**config.mk**
```make
export PLATFORM = sky130hd
export DESIGN_NAME = msrv32_instr_fetch_unit
export DESIGN_NICKNAME = d
export VERILOG_FILES = /design/src/rtl/msrv32_fetch_pkg.sv /design/src/rtl/msrv32_fetch_fifo.sv /design/src/rtl/msrv32_instr_fetch_unit.sv
export SDC_FILE = /design/constraint.sdc
export NUM_CORES = 1
export LEC_CHECK = 0
export CORE_ASPECT_RATIO = 1.25
export CORE_MARGIN = 2
export CORE_UTILIZATION = 54
export CTS_BUF_LIST = sky130_fd_sc_hd__clkbuf_8
export CTS_CLUSTER_DIAMETER = 100
export CTS_CLUSTER_SIZE = 30
export DETAILED_ROUTE_END_ITERATION = 8
export PLACE_DENSITY_LB_ADDON = 0.15
export SYNTH_ARGS = -nofsm -noshare
export SYNTH_HDL_FRONTEND = slang
export SYNTH_SLANG_ARGS = --single-unit
export TNS_END_PERCENT = 30
```
**constraint.sdc**
```tcl
create_clock -name ms_riscv32_mp_clk_in -period 5.4 [get_ports ms_riscv32_mp_clk_in]
set_input_delay 1.62 -clock ms_riscv32_mp_clk_in [delete_from_list [all_inputs] [get_ports ms_riscv32_mp_clk_in]]
set_output_delay 1.62 -clock ms_riscv32_mp_clk_in [all_outputs]
set_load 0.02 [all_outputs]
```
**src/rtl/msrv32_fetch_pkg.sv**
```systemverilog
// Shared types and constants for the instruction fetch unit and its fetch buffer.
package msrv32_fetch_pkg;

   localparam logic [31:0] NOP = 32'h0000_0013;

   typedef enum logic [1:0] {
      IDLE,
      FETCH,
      DRAIN
   } fetch_state_t;

   typedef struct packed {
      logic [31:0] pc;
      logic [31:0] instr;
   } fetch_entry_t;

endpackage

```
**src/rtl/msrv32_fetch_fifo.sv**
```systemverilog
// Small synchronous FIFO of {pc, instr} fetch entries; clear wins over push.
module msrv32_fetch_fifo
   import msrv32_fetch_pkg::*;
#(
   parameter int DEPTH = 2,
   localparam int AW = $clog2(DEPTH),
   localparam int CW = AW + 1
) (
   input  logic         clk,
   input  logic         rst_n,
   input  logic         clear,
   input  logic         push,
   input  logic         pop,
   input  fetch_entry_t wdata,
   output fetch_entry_t rdata,
   output logic         full,
   output logic         empty,
   output logic [CW-1:0] count
);

   fetch_entry_t  mem_q [DEPTH];
   logic [AW-1:0] wr_ptr_q, wr_ptr_d;
   logic [AW-1:0] rd_ptr_q, rd_ptr_d;
   logic [CW-1:0] count_q, count_d;
   logic          do_push, do_pop;

   assign full    = (count_q == CW'(DEPTH));
   assign empty   = (count_q == '0);
   assign count   = count_q;
   assign rdata   = mem_q[rd_ptr_q];
   assign do_pop  = pop && !empty;
   assign do_push = push && (!full || do_pop);

   always_comb begin
      wr_ptr_d = wr_ptr_q;
      rd_ptr_d = rd_ptr_q;
      count_d  = count_q;
      if (clear) begin
         wr_ptr_d = '0;
         rd_ptr_d = '0;
         count_d  = '0;
      end else begin
         if (do_push) wr_ptr_d = wr_ptr_q + AW'(1);
         if (do_pop)  rd_ptr_d = rd_ptr_q + AW'(1);
         count_d = count_q + CW'(do_push) - CW'(do_pop);
      end
   end

   always_ff @(posedge clk or negedge rst_n) begin
      if (!rst_n) begin
         wr_ptr_q <= '0;
         rd_ptr_q <= '0;
         count_q  <= '0;
      end else begin
         wr_ptr_q <= wr_ptr_d;
         rd_ptr_q <= rd_ptr_d;
         count_q  <= count_d;
      end
   end

   // Storage needs no reset; empty gates every read.
   always_ff @(posedge clk) begin
      if (do_push && !clear) mem_q[wr_ptr_q] <= wdata;
   end

endmodule

```
**src/rtl/msrv32_instr_fetch_unit.sv**
```systemverilog
// Fetch PC owner, imem req/ack initiator and fetch buffer feeding decode.
// Optional MSRV32_FETCH_MISALIGN_EXC_EN: misaligned redirect raises an exception pulse.
module msrv32_instr_fetch_unit
   import msrv32_fetch_pkg::*;
#(
   parameter logic [31:0] RESET_PC   = 32'h0000_0000,
   parameter int          FIFO_DEPTH = 2
) (
   input  logic        ms_riscv32_mp_clk_in,
   input  logic        ms_riscv32_mp_rst_n_in,
   output logic [31:0] ms_riscv32_mp_imaddr_out,
   output logic        ms_riscv32_mp_imreq_out,
   input  logic        ms_riscv32_mp_imack_in,
   input  logic [31:0] ms_riscv32_mp_instr_in,
   input  logic        branch_taken_in,
   input  logic [31:0] branch_target_in,
   input  logic        stall_in,
   output logic [31:0] instr_out,
   output logic [31:0] pc_out,
   output logic        instr_valid_out,
   output logic        flush_out,
   output logic        misaligned_exc_out
);

   localparam int CW = $clog2(FIFO_DEPTH) + 1;

   fetch_state_t  state_q, state_d;
   logic [31:0]   fetch_pc_q, fetch_pc_d;
   logic [31:0]   drain_addr_q, drain_addr_d;
   logic          redirect_q;
   logic [31:0]   target;
   logic          ack_hit, push, pop;
   logic          fifo_full, fifo_empty;
   logic [CW-1:0] fifo_count;
   fetch_entry_t  push_entry, head;

   assign push_entry = '{pc: fetch_pc_q, instr: ms_riscv32_mp_instr_in};

   msrv32_fetch_fifo #(.DEPTH(FIFO_DEPTH)) u_fifo (
      .clk   (ms_riscv32_mp_clk_in),
      .rst_n (ms_riscv32_mp_rst_n_in),
      .clear (branch_taken_in),
      .push  (push),
      .pop   (pop),
      .wdata (push_entry),
      .rdata (head),
      .full  (fifo_full),
      .empty (fifo_empty),
      .count (fifo_count)
   );

`ifdef MSRV32_FETCH_MISALIGN_EXC_EN
   logic exc_q, exc_d;
   assign misaligned_exc_out = exc_q;
`else
   logic unused_tgt_lo;
   assign unused_tgt_lo      = ^branch_target_in[1:0];
   assign misaligned_exc_out = 1'b0;
`endif

   always_comb begin
      target = {branch_target_in[31:2], 2'b00};
`ifdef MSRV32_FETCH_MISALIGN_EXC_EN
      exc_d = branch_taken_in && (branch_target_in[1:0] != 2'b00);
      if (exc_d) target = RESET_PC;
`endif
   end

   // Request side: DRAIN keeps presenting the squashed request until memory takes it.
   always_comb begin
      ms_riscv32_mp_imreq_out  = 1'b0;
      ms_riscv32_mp_imaddr_out = fetch_pc_q;
      case (state_q)
         FETCH: ms_riscv32_mp_imreq_out = (fifo_count < CW'(FIFO_DEPTH));
         DRAIN: begin
            ms_riscv32_mp_imreq_out  = 1'b1;
            ms_riscv32_mp_imaddr_out = drain_addr_q;
         end
         default: ;
      endcase
   end

   assign ack_hit = ms_riscv32_mp_imreq_out && ms_riscv32_mp_imack_in;
   assign push    = (state_q == FETCH) && ack_hit && !branch_taken_in && !fifo_full;

   always_comb begin
      state_d      = state_q;
      fetch_pc_d   = fetch_pc_q;
      drain_addr_d = drain_addr_q;
      case (state_q)
         IDLE: begin
            state_d = FETCH;
            if (branch_taken_in) fetch_pc_d = target;
         end
         FETCH: begin
            if (branch_taken_in) begin
               fetch_pc_d = target;
               if (ms_riscv32_mp_imreq_out && !ms_riscv32_mp_imack_in) begin
                  state_d      = DRAIN;
                  drain_addr_d = fetch_pc_q;
               end
            end else if (push) begin
               fetch_pc_d = fetch_pc_q + 32'd4;
            end
         end
         DRAIN: begin
            if (branch_taken_in) fetch_pc_d = target;
            if (ms_riscv32_mp_imack_in) state_d = FETCH;
         end
         default: state_d = IDLE;
      endcase
   end

   always_ff @(posedge ms_riscv32_mp_clk_in or negedge ms_riscv32_mp_rst_n_in) begin
      if (!ms_riscv32_mp_rst_n_in) begin
         state_q      <= IDLE;
         fetch_pc_q   <= RESET_PC;
         drain_addr_q <= RESET_PC;
         redirect_q   <= 1'b0;
`ifdef MSRV32_FETCH_MISALIGN_EXC_EN
         exc_q        <= 1'b0;
`endif
      end else begin
         state_q      <= state_d;
         fetch_pc_q   <= fetch_pc_d;
         drain_addr_q <= drain_addr_d;
         redirect_q   <= branch_taken_in;
`ifdef MSRV32_FETCH_MISALIGN_EXC_EN
         exc_q        <= exc_d;
`endif
      end
   end

   assign instr_valid_out = !fifo_empty && !redirect_q;
   assign flush_out       = !instr_valid_out;
   assign instr_out       = instr_valid_out ? head.instr : NOP;
   assign pc_out          = fifo_empty ? fetch_pc_q : head.pc;
   assign pop             = instr_valid_out && !stall_in && !branch_taken_in;

endmodule

```
==> results.md <==
- The y dimension of the die is 146 µm.
- The share of post-route cells with drive strength above 1 is 13.3%.
- The number of setup violations in the final report is 0.
- The quantity of I/O buffers inserted on ports is 161.
- In the routed design, unresolved DRC markers number 0.
- Summed over all nets, the half-perimeter wirelength after detailed placement is 12900 µm.
- The static power due to leakage is between 3 and 4 nW.
- The worst path in the final design needs a cycle of 4590 ps, including I/O delays and setup.
- Along the worst path, the maximum fanout reaches 33.
- The setup clock skew after layout is 9.61 ps.
- After global routing the overflow that remains totals 0.
- The routed via count is a little over 6000.
- For this block, the initial DRC count from the detailed router was 500.
- The first-pass GRT wire length is 31600 µm.
- In this run the number of H-tree levels came out at 4.
- The worst IR drop on VDD is roughly 0.41 mV.
- The class of the most critical hold timing path is flop to flop.
- The number of max-cap violations is 0.
- Summed over all nets, the switching power comes to 2.16 mW.
- Timing would allow up to 218 MHz.
- The startpoint type of the worst setup path is a flop.
- The post-synth design cell area is between 8000 and 9000 µm².
- The number of placed I/O pins is 169.
- The count of buffers added by post-CTS timing repair for setup is 0.
- The final number of max-transition violations is 0.
- The number of enable flip-flop cells after synthesis is 124.
- The post-synthesis sequential element count is between 150 and 200.
- The final-layout setup total negative slack is 0 ps.
- A synthesized cell averages 12.6 µm².
- The critical path capture point type is an output port.
- The weighted congestion reported at the end of routability-driven placement is 0.806.
- The die footprint is 17200 µm².
- The hold violation total from the final report is 0.
- The arrival time of the worst setup path is 2970 ps.
- Hold repair after CTS inserted 0 buffers.
- The number of instances in the synthesized netlist is 693.
- The register area is 5400 µm².
- The tree is rooted in a sky130_fd_sc_hd__clkbuf_8.
- The clock reaches the later pin of the worst-skew pair after between 400 and 500 ps.
- Internal power comes to 3.44 mW.
- Entering global routing, the biggest net connects 65 pins.
- Headroom to the max-slew limit came out at 20.2%.
- Summed over all layers, the routed wires come to 19800 µm.
- The sequential cell area fraction in the yosys report is 62.0%.
- The number of sinks on the clock net is 191.
- By area the synthesized netlist is led by sky130_fd_sc_hd__edfxtp_1 43%, sky130_fd_sc_hd__dfrtp_1 19%, sky130_fd_sc_hd__mux2i_1 7.4%.
- The via count of the first global-routing pass is 6172.
- The longest clock path from root to sink contains 2 buffers.
- TritonCTS built the clock tree.
- The data required time of the worst path is roughly 3800 ps.
- By startpoint and endpoint, the worst setup path is classified as flop to output port.
- The flow ran to the end, and the final reports show no timing, DRC or antenna violations.
- Measured along the x axis, the die boundary spans 118 µm.
- After layout, the worst path uses 85.1% of the clock period.
- The filler cell count in the final layout is approximately 1200.
- The worst-case setup margin in the final layout is 805 ps.
- The post-detailed-route count of antenna-violating nets is 0.
- Of the total power, the share spent switching nets is between 30% and 40%.
- The worst setup slack after placement is 1120 ps.
- The synthesized netlist contains 52 unique library cells.
- The detailed-routing iteration count for the pre-antenna-repair pass is 6.
- The proportion of power drawn by combinational gates is 43.5%.
- The multi-input combinational cells in the finished layout cover a total of 3070 µm².
- In this run the power density over the cells is roughly 520 nW/µm².
- The biggest area contributor in the post-synthesis netlist is sky130_fd_sc_hd__edfxtp_1.
- The layout overhead on the synthesized area is 24.6%.
- The initial utilization of the core area, before any placement, comes to 55.5%.
- The number of core rows is 51.
- After clock tree synthesis, the clock-pin slew on the worst setup and hold paths is roughly 100 ps.
- The final layout contains 913 nets.
- The average wire length per cell after detail routing is ~19 µm.
- At the pin with the least slew margin, the transition time is 1200 ps.
- The tightest hold path in the finished design has a slack of 512 ps.
- Clock tree synthesis inserted a total of 17 buffers.
- The top cell type's share of synthesized area is 42.7%.
- The most used flip-flop cell after synthesis is sky130_fd_sc_hd__edfxtp_1.
- The initial antenna violation count is 0.
- Dividing the detail-routed via count by the number of cells gives 5.71.
- The fraction of power consumed by the clock network is 15.6%.
- Ranked by instance count, the synthesized netlist is headed by 124 x sky130_fd_sc_hd__edfxtp_1, 71 x sky130_fd_sc_hd__nor2_1, 70 x sky130_fd_sc_hd__a21oi_1.
- The aggregate global-route resource usage is between 20% and 30%.
- The repair_antennas step left the layout with diodes totalling 0.
- The warning count from the yosys run is 0.
- For flop-to-flop paths, the worst setup slack is 2330 ps.
- The proportion of synthesized flip-flops having asynchronous set or reset is 35.1%.
- Among all cell types in the netlist, the one instantiated most often is sky130_fd_sc_hd__edfxtp_1.
- Setup repair after global routing left no endpoint under its margin.
- Registers are responsible for approximately two fifths of the overall power.
- The number of cells upsized or downsized after cts is 0.
- The core area is 15700 µm².
==> state kept, by name, summed over array words and instances, names as in the netlist <==
name,cells
u_fifo.mem_q,124
drain_addr_q,30
fetch_pc_q,30
state_q,2
u_fifo.count,2
redirect_q,1
u_fifo.rd_ptr_q,1
u_fifo.wr_ptr_q,1
==> critical path, stage by stage, from the launching register on <==
cell and delay [ps]:
sky130_fd_sc_hd__dfrtp_1 490, sky130_fd_sc_hd__or2_2 320, sky130_fd_sc_hd__and2b_1 220, sky130_fd_sc_hd__inv_1 740
sky130_fd_sc_hd__clkdlybuf4s50_1 760
==> worst paths after layout <==
kind                       depth (start not counted)                    from               end
max                                                4         u_fifo.count[1]         flush_out
max in group asynchronous                          2  ms_riscv32_mp_rst_n_in   u_fifo.rd_ptr_q
min reg2reg                                        1        drain_addr_q[17]  drain_addr_q[17]
min                                                1        drain_addr_q[17]  drain_addr_q[17]
min in group asynchronous                          1  ms_riscv32_mp_rst_n_in  drain_addr_q[16]
max reg2reg                                        8              state_q[0]     fetch_pc_q[5]
==> logic make-up after synthesis <==
| group | Yosys count | synth area share, % |
|---|---|---|
| compound gates | 144 | 9.75 |
| fa+ha+maj | 8 | 1.15 |
| other cells | 1 | 0.0430 |
| flops | 191 | 62.0 |
| simple gates | 163 | 9.12 |
| mux | 119 | 14.5 |
| buf+inv | 65 | 3.27 |
| xor+xnor | 2 | 0.201 |
==> routing by layer <==
layer  vias up  track usage, %  part of all wire (%)
li1       2831               -                     -
met3        31            4.31                   5.7
met1      2963            28.2                    40
met2       229            41.3                    52
met4         0            9.22                   2.1
met5         -               0                     0
==> power groups by stage <==
| stage | combinational [mW] | clock [mW] | sequential, mW |
|---|---|---|---|
| floorplan | 1.58 | 0 | 2.15 |
| global route | 2.61 | 0.952 | 2.34 |
| detailed placement | 2.43 | 0 | 2.32 |
| global placement | 2.37 | 0 | 2.28 |
| CTS | 2.44 | 0.897 | 2.28 |
| finish | 2.43 | 0.875 | 2.29 |
==> metrics by stage <==
stage	std cells	total power, mW	cell area [µm²]	utilization [%]
global placement	1029	4.65	10500	66.8
CTS	1061	5.62	10900	69.2
detailed placement	1029	4.74	10500	66.8
global route	1061	5.91	10900	69.2
floorplan	697	3.72	8730	-
finish	1061	5.60	10900	69.2
==> layout by cell type (no fill, tap or decap), types with 3 or more instances in the layout <==
| cell | instances |
|---|---|
| sky130_fd_sc_hd__dfrtp_1 | 66 |
| sky130_fd_sc_hd__conb_1 | 5 |
| sky130_fd_sc_hd__and4_1 | 3 |
| sky130_fd_sc_hd__o21ai_0 | 22 |
| sky130_fd_sc_hd__nand3_1 | 14 |
| sky130_fd_sc_hd__nand2b_1 | 5 |
| sky130_fd_sc_hd__inv_1 | 13 |
| sky130_fd_sc_hd__clkinv_2 | 3 |
| sky130_fd_sc_hd__clkbuf_8 | 17 |
| sky130_fd_sc_hd__mux2i_1 | 64 |
| sky130_fd_sc_hd__edfxtp_1 | 124 |
| sky130_fd_sc_hd__o22ai_1 | 12 |
| sky130_fd_sc_hd__inv_6 | 3 |
| sky130_fd_sc_hd__ha_1 | 7 |
| sky130_fd_sc_hd__nand2_1 | 32 |
| sky130_fd_sc_hd__clkinv_4 | 3 |
| sky130_fd_sc_hd__a21oi_1 | 69 |
| sky130_fd_sc_hd__or3_1 | 6 |
| sky130_fd_sc_hd__nor3_1 | 4 |
| sky130_fd_sc_hd__buf_4 | 10 |
| sky130_fd_sc_hd__o31ai_1 | 7 |
| sky130_fd_sc_hd__clkinvlp_4 | 3 |
| sky130_fd_sc_hd__a2bb2oi_1 | 8 |
| sky130_fd_sc_hd__o21ai_1 | 9 |
| sky130_fd_sc_hd__and3_1 | 4 |
| sky130_fd_sc_hd__clkdlybuf4s50_1 | 160 |
| sky130_fd_sc_hd__nor2_1 | 71 |
| sky130_fd_sc_hd__mux2_2 | 55 |
| sky130_fd_sc_hd__nand4_1 | 5 |
| sky130_fd_sc_hd__a22o_1 | 3 |
==> cell type report <==
type	count	area share, %
clock buffer	17	2.16
clock inverter	15	1.24
inverter	13	0.449
multi-input combinational	441	28.3
sequential	191	49.8
tap	212	2.44
timing repair buffer	172	15.7
Power figures use the tool's default switching activity.
